[src/rtl/riscv_pipe_pkg.sv]
// Purpose: shared types and constants for the pipeline sequencing controller.
// Latency: n/a (declarations only).
// Backpressure: n/a.
package riscv_pipe_pkg;

    // Default register-index width for a 32-entry register file.
    localparam int ADDR_W_DEF = 5;

    // Register x0 is hard-wired to zero, so writes to it never create a hazard.
    localparam int REG_ZERO = 0;

    typedef enum logic {
        RUN      = 1'b0,
        MDU_BUSY = 1'b1
    } hsc_state_e;

endpackage : riscv_pipe_pkg

[src/rtl/hazard_stall_controller_sat_counter.sv]
// Purpose: saturating up-counter with synchronous clear (clear beats increment).
// Latency: count updates on the clock edge after inc/clr.
// Backpressure: none; holds at all-ones instead of wrapping.
// Ports: clk, rst_n (async active-low), inc, clr -> q[W-1:0].
module sat_counter #(
    parameter int W = 16
) (
    input  logic         clk,
    input  logic         rst_n,
    input  logic         inc,
    input  logic         clr,
    output logic [W-1:0] q
);

    logic [W-1:0] cnt_q;
    logic [W-1:0] cnt_d;

    always_comb begin
        cnt_d = cnt_q;
        if (clr) begin
            cnt_d = '0;
        end else if (inc && (cnt_q != {W{1'b1}})) begin
            cnt_d = cnt_q + 1'b1;
        end
    end

    always_ff @(posedge clk or negedge rst_n) begin
        if (!rst_n) begin
            cnt_q <= '0;
        end else begin
            cnt_q <= cnt_d;
        end
    end

    assign q = cnt_q;

endmodule : sat_counter

[src/rtl/hazard_stall_controller.sv]
// Purpose: pipeline hazard/stall/flush sequencing (load-use, branch flush, MDU freeze + watchdog).
// Latency: enables/flushes are combinational from state and inputs; state, counters, flag registered.
// Backpressure: freezes PC/IF/ID/ID/EX while the MDU runs; one bubble per load-use hazard.
// Ports: ID/EX hazard inputs, branch/MDU status, perf_clr -> stage enables, flushes,
//        mdu_start pulse, sticky mdu_timeout, stall_cnt / flush_cnt perf counters.
module hazard_stall_controller
    import riscv_pipe_pkg::*;
#(
    parameter int ADDR_W      = ADDR_W_DEF,
    parameter int CNT_W       = 16,
    parameter int MDU_TIMEOUT = 64
) (
    input  logic              clk,
    input  logic              rst_n,
    input  logic [ADDR_W-1:0] id_rs1,
    input  logic [ADDR_W-1:0] id_rs2,
    input  logic              id_use_rs1,
    input  logic              id_use_rs2,
    input  logic [ADDR_W-1:0] ex_rd,
    input  logic              ex_mem_read,
    input  logic              ex_branch_taken,
    input  logic              ex_mdu_valid,
    input  logic              mdu_done,
    input  logic              perf_clr,
    output logic              pc_en,
    output logic              ifid_en,
    output logic              idex_en,
    output logic              ifid_flush,
    output logic              idex_flush,
    output logic              exmem_flush,
    output logic              mdu_start,
    output logic              mdu_timeout,
    output logic [CNT_W-1:0]  stall_cnt,
    output logic [CNT_W-1:0]  flush_cnt
);

    localparam int                WD_W    = (MDU_TIMEOUT > 2) ? $clog2(MDU_TIMEOUT) : 1;
    localparam logic [WD_W-1:0]   WD_LAST = WD_W'(MDU_TIMEOUT - 1);

    hsc_state_e      state_q, state_d;
    logic [WD_W-1:0] wd_q, wd_d;
    logic            mdu_timeout_q, mdu_timeout_d;

    logic load_use;
    logic wd_hit;
    logic timeout_ev;
    logic flush_ev;
    logic pc_en_c, ifid_en_c, idex_en_c;
    logic ifid_flush_c, idex_flush_c, exmem_flush_c, mdu_start_c;

    // Forwarding cannot cover a load result needed in the very next cycle.
    assign load_use = ex_mem_read && (ex_rd != ADDR_W'(REG_ZERO)) &&
                      ((id_use_rs1 && (ex_rd == id_rs1)) ||
                       (id_use_rs2 && (ex_rd == id_rs2)));

    // Watchdog value equals the number of busy cycles already spent.
    assign wd_hit = (wd_q == WD_LAST);

    always_comb begin
        state_d       = state_q;
        wd_d          = wd_q;
        timeout_ev    = 1'b0;
        flush_ev      = 1'b0;
        pc_en_c       = 1'b1;
        ifid_en_c     = 1'b1;
        idex_en_c     = 1'b1;
        ifid_flush_c  = 1'b0;
        idex_flush_c  = 1'b0;
        exmem_flush_c = 1'b0;
        mdu_start_c   = 1'b0;

        case (state_q)
            RUN: begin
                if (ex_branch_taken) begin
                    // A load-use seen now belongs to the wrong path; just flush.
                    ifid_flush_c = 1'b1;
                    idex_flush_c = 1'b1;
                    flush_ev     = 1'b1;
                end else if (ex_mdu_valid) begin
                    mdu_start_c   = 1'b1;
                    pc_en_c       = 1'b0;
                    ifid_en_c     = 1'b0;
                    idex_en_c     = 1'b0;
                    exmem_flush_c = 1'b1;
                    wd_d          = '0;
                    state_d       = MDU_BUSY;
                end else if (load_use) begin
                    pc_en_c      = 1'b0;
                    ifid_en_c    = 1'b0;
                    idex_flush_c = 1'b1;
                end
            end
            MDU_BUSY: begin
                if (mdu_done || wd_hit) begin
                    // Release: EX/MEM captures the MDU result this cycle.
                    timeout_ev = wd_hit;
                    state_d    = RUN;
                end else begin
                    pc_en_c       = 1'b0;
                    ifid_en_c     = 1'b0;
                    idex_en_c     = 1'b0;
                    exmem_flush_c = 1'b1;
                    wd_d          = wd_q + 1'b1;
                end
            end
            default: state_d = RUN;
        endcase

        mdu_timeout_d = perf_clr ? 1'b0 : (mdu_timeout_q | timeout_ev);
    end

    always_ff @(posedge clk or negedge rst_n) begin
        if (!rst_n) begin
            state_q       <= RUN;
            wd_q          <= '0;
            mdu_timeout_q <= 1'b0;
        end else begin
            state_q       <= state_d;
            wd_q          <= wd_d;
            mdu_timeout_q <= mdu_timeout_d;
        end
    end

    // Reset holds the pipe frozen and fully flushed regardless of inputs.
    assign pc_en       = rst_n & pc_en_c;
    assign ifid_en     = rst_n & ifid_en_c;
    assign idex_en     = rst_n & idex_en_c;
    assign ifid_flush  = ~rst_n | ifid_flush_c;
    assign idex_flush  = ~rst_n | idex_flush_c;
    assign exmem_flush = ~rst_n | exmem_flush_c;
    assign mdu_start   = rst_n & mdu_start_c;
    assign mdu_timeout = mdu_timeout_q;

    sat_counter #(.W(CNT_W)) u_stall_cnt (
        .clk   (clk),
        .rst_n (rst_n),
        .inc   (~pc_en_c),
        .clr   (perf_clr),
        .q     (stall_cnt)
    );

    sat_counter #(.W(CNT_W)) u_flush_cnt (
        .clk   (clk),
        .rst_n (rst_n),
        .inc   (flush_ev),
        .clr   (perf_clr),
        .q     (flush_cnt)
    );

endmodule : hazard_stall_controller

[config.mk]
export PLATFORM = sky130hd
export DESIGN_NAME = hazard_stall_controller
export DESIGN_NICKNAME = d
export VERILOG_FILES = /design/src/rtl/riscv_pipe_pkg.sv /design/src/rtl/hazard_stall_controller_sat_counter.sv /design/src/rtl/hazard_stall_controller.sv
export SDC_FILE = /design/constraint.sdc
export NUM_CORES = 1
export LEC_CHECK = 0
export BUFFER_PORTS_ARGS = -buffer_cell sky130_fd_sc_hd__buf_4
export CELL_PAD_IN_SITES_DETAIL_PLACEMENT = 0
export CELL_PAD_IN_SITES_GLOBAL_PLACEMENT = 2
export CORE_MARGIN = 4
export CORE_UTILIZATION = 30
export CTS_CLUSTER_DIAMETER = 30
export DETAILED_ROUTE_END_ITERATION = 7
export PLACE_DENSITY = 0.77
export SLEW_MARGIN = 10
export SYNTH_ARGS = -nofsm -noshare
export SYNTH_HDL_FRONTEND = slang
export SYNTH_SLANG_ARGS = --single-unit
[constraint.sdc]
create_clock -name clk -period 2.8 [get_ports clk]
set_input_delay 0.42 -clock clk [delete_from_list [all_inputs] [get_ports clk]]
set_output_delay 0.42 -clock clk [all_outputs]
set_load 0.005 [all_outputs]
Word level (Yosys, flattened, before mapping)
Cells that the tools add are included.

word-level totals
  bits in registers = 40
  input port bits = 24
  output and inout bits = 40
  word-level logic and storage cells = 68

cells by class
  equal/unequal tests = 8
  bitwise gates (word level) = 10
  reductions and logical operators = 12
  multiplexer cells = 30
  $add $sub $neg = 3

operators with widths
  cell                                            count
  2-to-1 mux 16 bit                               4
  adder 16 x 1 -> 16 bit (second input constant)  2
  inequality test 16 bit (second input constant)  2
  2-to-1 mux 1 bit                                19
  2-to-1 mux 6 bit                                3
  case mux 6 bit (2 select lines)                 1
  == test 5 bit                                   2
  adder 6 x 1 -> 6 bit (second input constant)    1
  == test 6 bit (second input constant)           1
  logical AND 1 bit                               6
  inequality test 2 bit (second input constant)   3
  case mux 1 bit (2 select lines)                 3
  nonzero test 5 bit                              1
  OR 1 bit                                        4
  nonzero test 2 bit                              2
  bitwise AND 1 bit                               3
  NOT 1 bit                                       3
  AND reduction 3 bit                             1
  logical OR 1 bit                                2

Depth between registers and ports, before layout
Gate-level depths: netlist of run 1.

  depth after elaboration = 12
  gate-level depth with buffers = 11
  gate-level depth less buffers = 8

Modules after synthesis
Synthesis of run 1 repeated with hierarchy kept, for this count alone.

second synthesis, totals
  cells, all modules = 262
  area, all modules = 2482.4 um^2

modules (own cells, without submodules)
  module                   area each (um^2)  times used  sequential area each (um^2)  cells each
  sat_counter              942.2             2           400.4                        98
  hazard_stall_controller  598.1             1           200.2                        66

Worst setup path before layout of run 1
No wires, ideal clock.

  path type = register to register
  from = reg wd_q[0]
  to = reg u_stall_cnt.cnt_q[12] (netlist: u_stall_cnt.q[12])
  slack = 517 ps
  library setup time = 78 ps
  required time = 2722 ps
  stages on the path, launching flop included = 10
  buffers on the path = 2
  data arrival time = 2205 ps
  clock period less this slack = 2283 ps
  path through = dfrtp_1 ha_1 and3_4 a311oi_4 o21bai_2 and2_4 buf_6 buf_6 or4_1 a21oi_1

between the ends
  cells in the longest elaborated chain, start to end = 7

RTL lines
  item                                 RTL line                                   source
  start, declared                      hazard_stall_controller.sv:41              logic [WD_W-1:0] wd_q, wd_d;
  start signal, assigned               hazard_stall_controller.sv:119             wd_q <= wd_d;
  == test 6 bit                        hazard_stall_controller.sv:57              assign wd_hit = (wd_q == WD_LAST);
  logical OR 1 bit                     hazard_stall_controller.sv:94              if (mdu_done || wd_hit) begin
  2-to-1 mux 1 bit                     hazard_stall_controller.sv:94
  case mux 1 bit (2 select lines)      hazard_stall_controller.sv:72              case (state_q)
  NOT 1 bit                            hazard_stall_controller.sv:137             .inc (~pc_en_c),
  logical AND 1 bit                    hazard_stall_controller_sat_counter.sv:22  end else if (inc && (cnt_q != {W{1'b1}})) begin
  nonzero test 2 bit (no source line)  n/a
  end signal, assigned                 hazard_stall_controller_sat_counter.sv:31  cnt_q <= cnt_d;
  end, declared                        hazard_stall_controller_sat_counter.sv:15  logic [W-1:0] cnt_q;

Every way passes these cells.
A chain may end at the register's enable or synchronous reset.

Worst setup path in the final report of run 1
  from = reg wd_q[0]
  to = out ifid_en

between the ends
  cells in the longest elaborated chain, start to end = 5

RTL lines
  item                             RTL line                        source
  == test 6 bit                    hazard_stall_controller.sv:57
  logical OR 1 bit                 hazard_stall_controller.sv:94
  2-to-1 mux 1 bit                 hazard_stall_controller.sv:94
  case mux 1 bit (2 select lines)  hazard_stall_controller.sv:72
  bitwise AND 1 bit                hazard_stall_controller.sv:126  assign ifid_en = rst_n & ifid_en_c;
  end, declared                    hazard_stall_controller.sv:26   output logic ifid_en,

Every way passes these cells.

==> results of run 1 <==
layout make-up:
type	instances	area share
Tap cell	99	0.0430
Timing Repair Buffer	67	0.175
Clock buffer	5	0.0239
Multi-Input combinational cell	188	0.398
Clock inverter	2	0.00434
Inverter	6	0.00782
Sequential cell	40	0.348
cells by family (layout without fill, tap and decap cells):
kind of cell / Yosys count / in the layout / share of synthesized area
buffers and inverters: 17 / 80 / 0.0376
adder cells (fa/ha/maj): 3 / 3 / 0.0168
flip-flops: 40 / 40 / 0.449
multiplexers: 2 / 2 / 0.00897
XOR/XNOR: 28 / 28 / 0.110
AO/OA/AOI/OAI: 43 / 43 / 0.126
AND/OR/NAND/NOR: 112 / 112 / 0.252
metrics by stage:
step	total power, uW	hold WS, ps
finish	1140	469
global route	1210	458
CTS	1170	452
detailed placement	779	311
global placement	778	302
floorplan	700	124
path summary, 6_finish.rpt:
check,startpoint,end,slack [ps]
max reg2reg,wd_q[0]$_DFFE_PN0P_,u_stall_cnt.q[8]$_DFFE_PN0P_,400
max in group asynchronous,rst_n,u_stall_cnt.q[2]$_DFFE_PN0P_,1660
min,mdu_done,wd_q[1]$_DFFE_PN0P_,470
max,wd_q[0]$_DFFE_PN0P_,ifid_en,280
min in group asynchronous,rst_n,u_stall_cnt.q[13]$_DFFE_PN0P_,520
min reg2reg,wd_q[1]$_DFFE_PN0P_,wd_q[1]$_DFFE_PN0P_,510
cell usage after synthesis (all sizes together):
library cell / count
nand2b: 1
a21o: 1
nor2b: 1
o21bai: 1
a21boi: 1
o31ai: 10
a21oi: 17
inv: 6
nor4: 1
a311oi: 1
or4: 10
nand3: 19
and2: 2
a41oi: 1
mux2i: 2
clkbuf: 6
xor2: 13
buf: 5
nand4: 10
and3: 4
o41ai: 1
nor2: 32
nor3: 2
nand2: 22
o22ai: 1
and4: 1
xnor2: 15
dfrtp: 40
or3: 6
o21ai: 9
ha: 3
or2: 1
worst max-delay path: stages (launching register included):
cell      delay (ps)
dfrtp_1          410
ha_1             220
and3_4           170
a311oi_4         470
nor2_1           170
nand2_1          140
a21oi_1           70
buf_4            150
layer usage:
layer  global-route usage  share of wire  vias to the layer above  wire, um
li1                     -              -                      996         -
met2                0.208           0.45                       51      2540
met5                    0              0                        -         0
met3               0.0296          0.055                        8       312
met4               0.0433          0.012                        0        70
met1                0.180           0.48                      928      2720
report_power, final:
group | leakage (uW) | internal [uW] | total [uW] | switching [uW]
Sequential | 0.000555 | 588 | 603 | 14.8
Clock | 0.0000400 | 169 | 379 | 210
Combinational | 0.000674 | 76.7 | 162 | 85.3
placed cells by master, fill, tap and decap left out, types with 2 or more instances in the layout:
| cell type | netlist | layout |
|---|---|---|
| dfrtp_1 | 40 | 40 |
| nor3_1 | 2 | 2 |
| ha_1 | 3 | 3 |
| o31ai_1 | 10 | 10 |
| xnor2_1 | 15 | 15 |
| nand3_1 | 19 | 19 |
| and3_1 | 3 | 3 |
| mux2i_1 | 2 | 2 |
| or3_1 | 6 | 6 |
| nand4_1 | 10 | 10 |
| inv_1 | 6 | 6 |
| clkbuf_8 | 0 | 5 |
| or4_1 | 10 | 10 |
| o21ai_0 | 9 | 9 |
| nor2_1 | 32 | 32 |
| xor2_1 | 13 | 13 |
| buf_4 | 1 | 66 |
| a21oi_1 | 17 | 17 |
| nand2_1 | 22 | 22 |
registers in the layout, indices dropped and copies added, names as in the netlist:
name           count
wd_q               6
mdu_timeout        1
state_q            1
u_stall_cnt.q     16
u_flush_cnt.q     16
==> impl_metrics.csv, run 1 <==
group,metric,value,unit
outcome,status,"finished clean",
synthesis,yosysTopAreaCell,"dfrtp_1",
global_routing,track_usage,0.133,
cells_and_area,postLayoutCellArea,2880,um2
setup_path,cp-end-kind,"output pin",
sta,min_period,2520,ps
setup_path,rr_worst_depth,7,
cells_and_area,seq_area,1000,um2
placed_design,dpl_cell_area,2790,um2
sta,finalWorstSetupSlack,278,ps
sta,fin_worst_skew,7.73,ps
setup_path,critical_path_required,2380,ps
sta,tns,0,ps
sta,tightest_slew,550,ps
die,die_area,8880,um2
hold_path,hold_depth,4,
clocking,post_cts_resized,0,
synthesis,synth.area.top_cells,"dfrtp_1 45%, xnor2_1 5.9%, nor2_1 5.4%",
setup_path,worstPathMaxFanout,7,
synthesis,netlist_area,2230,um2
cells_and_area,finalNonFillerCells,407,
route,route.detailed.drc,0,
clocking,h-tree-depth,2,
sta,slew_viol_final,0,
global_routing,antenna_found_initial,0,
flow_run,maxCapViolCount,0,
clocking,cts_tree,"done",
route,drt_iter0_drc,82,
sta,rsz0062_at_grt,"false",
die,initial_utilization,0.308,
clocking,clock-root-buffer,"clkbuf_8",
cells_and_area,drive_gt1_frac,0.253,
power,leakage,0.00127,uW
power,p_per_area,397,nW/um2
placed_design,place_congestion,0.740,
setup_path,critPathKind,"reg -> out",
placed_design,hpwl,4090,um
cells_and_area,nets,335,
route,drt_pass1_iterations,4,
placed_design,port_buffers,63,
sta,setup_viol_count_final,0,
global_routing,grt_pass1_vias,1872,
placed_design,place_ws,431,ps
cells_and_area,final_core_util,0.397,
synthesis,yosysSeqAreaShare,0.449,
route,vias,1983,
route,routedWlPerCell,13.9,um
global_routing,grt_max_degree,34,
synthesis,synth_top_area_frac,0.449,
sta,slew_headroom,0.630,
setup_path,cp-start-kind,"flip-flop",
cells_and_area,antenna_cells,0,
synthesis,syn_inst,245,
die,coreArea,7250,um2
route,routed_via_density,4.87,
global_routing,grt_pass1_wl,9290,um
clocking,clock_latency,290,ps
sta,timing.fmax,396,MHz
synthesis,ys_types,37,
clocking,path_clk_slew,80,ps
clocking,numCtsBuffers,5,
hold_path,hold_path_class,"in -> reg",
synthesis,ys_ff_latch,40,
clocking,clock_sinks,40,
setup_path,cp.arrival,2100,ps
synthesis,synth_area_per_cell,9.11,um2
route,postRouteAntennaNets,0,
sta,period_share,0.901,
synthesis,syn_nets,272,
synthesis,ys.warnings.count,0,
cells_and_area,syn2layout_area_growth,29.1,%
cells_and_area,multi_input_area,1150,um2
die,die_w,94.2,um
global_routing,overflow,0,
power,peakVddDrop,208,uV
clocking,clk_path_buf_depth,2,
clocking,post_cts_buffers,0,
clocking,holdBufCountCts,1,
die,rows,31,
sta,hold_violations,0,
die,io_pins,64,
route,wl,5640,um
cells_and_area,fillCellCount,727,
die,die_y,94.2,um
placed_design,place_inst,399,
No activity file was read; power rests on OpenSTA's default activity.
==> inputs of run 2 (changes only) <==
- CORE_UTILIZATION: 30 -> 33
- PLACE_DENSITY: 0.77 -> 0.84
- clock period: 2.8 -> 3 ns (I/O delays scaled with it)
==> run 2 against run 1 <==
Against the previous run: clock skew barely moved; die area fell by 8.3%; power rose by 5.0%; critical path type unchanged; largest cell class unchanged; highest routed layer unchanged.
==> impl_metrics.csv, run 2 (synthesis gave the netlist of run 1 again) <==
group,metric,value,unit
power,peakVddDrop,175,uV
route,postRouteAntennaNets,0,
global_routing,grt_pass1_wl,9320,um
sta,slew_viol_final,0,
placed_design,place_congestion,0.744,
placed_design,place_inst,376,
clocking,post_cts_resized,0,
route,wl,5450,um
sta,timing.fmax,391,MHz
global_routing,grt_max_degree,41,
clocking,h-tree-depth,2,
global_routing,overflow,0,
setup_path,critPathKind,"reg -> out",
clocking,clock_sinks,40,
sta,tightest_slew,529,ps
cells_and_area,nets,333,
power,p_per_area,417,nW/um2
setup_path,cp-start-kind,"flip-flop",
die,initial_utilization,0.345,
die,die_area,8140,um2
power,power,1200,uW
clocking,numCtsBuffers,5,
clocking,cts_tree,"done",
hold_path,hold_path_class,"in -> async",
outcome,status,"finished clean",
cells_and_area,final_common_cell,"buf_4",
cells_and_area,drive_gt1_frac,0.254,
setup_path,worstPathMaxFanout,7,
setup_path,cp-end-kind,"output pin",
sta,hold_violations,0,
sta,fin_worst_skew,7.42,ps
global_routing,grt_pass1_vias,1928,
setup_path,rr_worst_depth,7,
flow_run,maxCapViolCount,0,
route,routed_via_density,5.19,
die,io_pins,64,
sta,min_period,2560,ps
placed_design,hpwl,3900,um
route,drt_iter0_drc,97,
sta,slew_headroom,0.647,
setup_path,critical_path_required,2550,ps
die,die_y,90.2,um
cells_and_area,syn2layout_area_growth,29.1,%
placed_design,port_buffers,63,
clocking,clock_latency,300,ps
clocking,clk_path_buf_depth,2,
clocking,holdBufCountCts,0,
route,route.detailed.drc,0,
clocking,post_cts_buffers,0,
cells_and_area,finalNonFillerCells,384,
power,leakage,0.00128,uW
die,rows,29,
sta,period_share,0.852,
sta,setup_viol_count_final,0,
sta,rsz0062_at_grt,"false",
sta,timing.hold.ws,257,ps
global_routing,antenna_found_initial,0,
setup_path,cp.arrival,2110,ps
clocking,clock-root-buffer,"clkbuf_8",
route,drt_pass1_iterations,4,
cells_and_area,final_core_util,0.446,
route,vias,1993,
route,routedWlPerCell,14.2,um
sta,tns,0,ps
cells_and_area,antenna_cells,0,
die,die_w,90.2,um
die,coreArea,6460,um2
clocking,path_clk_slew,80,ps
cells_and_area,layout_common_cells,"65 x buf_4, 40 x dfrtp_1, 32 x nor2_1, 22 x nand2_1, 19 x nand3_1",
global_routing,track_usage,0.138,
## run 2: where the power goes
group / switching, uW / internal, uW
combinational: 79.0 / 70.4
sequential: 13.1 / 549
clock: 196 / 294
total: 288 / 913
## run 2: path summary, 6_finish.rpt
check | from | to | slack (ps)
min | rst_n | u_stall_cnt.q[13]$_DFFE_PN0P_ | 260
min reg2reg | wd_q[1]$_DFFE_PN0P_ | wd_q[1]$_DFFE_PN0P_ | 520
max | wd_q[0]$_DFFE_PN0P_ | ifid_en | 440
max reg2reg | wd_q[0]$_DFFE_PN0P_ | u_stall_cnt.q[8]$_DFFE_PN0P_ | 620
max in group asynchronous | rst_n | u_flush_cnt.q[7]$_DFFE_PN0P_ | 2360
min in group clk | mdu_done | wd_q[1]$_DFFE_PN0P_ | 480
## run 2: routing by layer
metal,up-vias,part of all wire,track usage
li1,992,-,-
met1,949,0.47,0.174
met2,46,0.46,0.223
met3,6,0.061,0.0484
met4,0,0.012,0.0383
met5,-,0,0
## run 2: layout make-up
cell class                 count  area, um2
timing repair buffer          65        488
sequential                    40       1000
tap                           77       96.3
multi-input combinational    188       1150
inverter                       6       22.5
clock inverter                 1       30.0
fill                         647       3580
clock buffer                   7       96.3
## run 2: critical path, stage by stage (launching register included)
cell and delay (ps):
dfrtp_1 410, ha_1 220, and3_4 170, a311oi_4 460
nor2_1 190, nand2_1 140, a21oi_1 60, buf_4 150
## run 2: stage by stage
stage	area [um2]	setup slack (ps)
final	2880	444
after global routing	2880	315
after CTS	2880	415
after detailed placement	2750	645
after global placement	2750	641
after floorplan	2230	717
==> inputs of run 3 (changes only) <==
- CORE_UTILIZATION: 33 -> 34
- CTS_BUF_LIST: not set -> sky130_fd_sc_hd__clkbuf_8
- PLACE_DENSITY: 0.84 -> 0.86
==> run 3 against run 2 <==
Against the previous run: flip-flop and latch count unchanged; via count shrank 0.75%; largest power group unchanged; non-clock buffer count unchanged; maximum frequency barely moved; worst hold slack lost 240 ps; largest cell class unchanged; wire length is 1.7% higher; global-route usage is 0.78 points higher.
==> impl_metrics.csv, run 3 (synthesis gave the netlist of run 1 again) <==
group,metric,value,unit
sta,timing.fmax,391,MHz
setup_path,rr_worst_depth,7,
clocking,clock_latency,290,ps
power,p_sw_frac,0.253,
die,die_y,89,um
cells_and_area,antenna_cells,0,
die,io_pins,64,
power,pwr-share-clk,0.356,
setup_path,critPathMaxStageDelay,460,ps
sta,rsz0062_at_grt,"false",
cells_and_area,postLayoutCellArea,2850,um2
clocking,holdBufCountCts,0,
clocking,clock-root-buffer,"clkbuf_8",
outcome,status,"finished clean",
sta,hold_violations,0,
power,power.share.sequential,0.509,
placed_design,hpwl,4070,um
sta,slew_headroom,0.669,
setup_path,cp-start-kind,"flip-flop",
sta,setup_viol_count_final,0,
power,leakage,0.00127,uW
clocking,numCtsBuffers,5,
clocking,post_cts_resized,0,
global_routing,overflow,0,
clocking,clk_path_buf_depth,2,
global_routing,antenna_found_initial,0,
cells_and_area,drive_gt1_frac,0.252,
clocking,post_cts_buffers,0,
die,rows,29,
sta,period_share,0.852,
sta,tightest_slew,492,ps
power,p_comb_frac,0.135,
sta,fin_worst_skew,7.11,ps
global_routing,grt_max_degree,34,
placed_design,dpl_cell_area,2750,um2
route,routedWlPerCell,14.5,um
setup_path,worstPathMaxFanout,7,
route,drt_pass1_iterations,4,
clocking,clock_sinks,40,
placed_design,port_buffers,63,
power,switchingPower,280,uW
power,p_per_area,387,nW/um2
route,postRouteAntennaNets,0,
power,p_int,825,uW
cells_and_area,layout_common_cells,"65 x buf_4, 40 x dfrtp_1, 32 x nor2_1, 22 x nand2_1, 19 x nand3_1",
power,peakVddDrop,192,uV
flow_run,maxCapViolCount,0,
cells_and_area,finalNonFillerCells,383,
sta,slew_viol_final,0,
route,routed_via_density,5.16,
route,route.detailed.drc,0,
placed_design,place_congestion,0.779,
route,wl,5540,um
route,drt_iter0_drc,82,
cells_and_area,syn2layout_area_growth,27.8,%
setup_path,cp-end-kind,"output pin",
cells_and_area,nets,333,
die,die_w,89,um
die,die_area,7920,um2
route,vias,1978,
sta,tns,0,ps
die,coreArea,6350,um2
cells_and_area,fillCellCount,643,
setup_path,crit_chain,"ha_1 > and3_4 > a311oi_4 > nor2_1 > nand2_1 > a21oi_1 > buf_4",
sta,min_period,2550,ps
setup_path,crit_slowest_cell,"a311oi_4",
global_routing,grt_pass1_wl,9160,um
clocking,path_clk_slew,80,ps
cells_and_area,final_core_util,0.449,
die,initial_utilization,0.351,
clocking,h-tree-depth,2,
sta,timing.hold.ws,18.4,ps
clocking,cts_tree,"done",
cells_and_area,final_common_cell,"buf_4",
placed_design,place_inst,376,
global_routing,grt_pass1_vias,1983,
setup_path,critical_path_required,2550,ps
hold_path,hold_path_class,"in -> async",
global_routing,track_usage,0.146,
setup_path,critPathKind,"reg -> out",
setup_path,cp.arrival,2100,ps
-- run 3: metal layers --
metal  global-route usage  wire [um]
met1                0.188       2510
met2                0.240       2570
met3               0.0433        411
met4               0.0365         53
met5                    0          0
-- run 3: layout make-up --
class	instances	area (um2)	share of cell area
Timing Repair Buffer	65	488	0.171
Multi-Input combinational cell	188	1150	0.402
Sequential cell	40	1000	0.351
Clock buffer	7	96.3	0.0338
Tap cell	77	96.3	0.0338
Inverter	6	22.5	0.00790
-- run 3: final timing paths --
path	start	to	slack [ps]
setup / recovery	wd_q[0]$_DFFE_PN0P_	ifid_en	450
min in group clk	mdu_done	wd_q[1]$_DFFE_PN0P_	480
hold reg to reg	wd_q[1]$_DFFE_PN0P_	wd_q[1]$_DFFE_PN0P_	520
setup reg to reg	wd_q[0]$_DFFE_PN0P_	u_stall_cnt.q[8]$_DFFE_PN0P_	610
max in group asynchronous	rst_n	u_stall_cnt.q[6]$_DFFE_PN0P_	2370
hold / removal	rst_n	u_stall_cnt.q[7]$_DFFE_PN0P_	20
-- run 3: power by group through the flow --
stage | logic, uW | clock network (uW) | registers [uW]
finish | 149 | 393 | 562
detailed placement | 153 | 0 | 573
CTS | 153 | 405 | 562
global route | 170 | 426 | 564
global placement | 152 | 0 | 573
floorplan | 82.2 | 0 | 571
-- run 3: worst max-delay path: cells and delay by family (launching register included) --
family	cells	cell delay [ps]
AOI/OAI and AO/OA	2	530
adders and majority gates	1	220
buffers and inverters	1	160
DFF	1	410
and+or+nand+nor	3	500
-- run 3: metrics by stage --
step                      setup WS, ps  total power (uW)
after global placement             663               724
after floorplan                    717               653
final                              445              1100
after CTS                          428              1120
after detailed placement           646               726
after global routing               301              1160
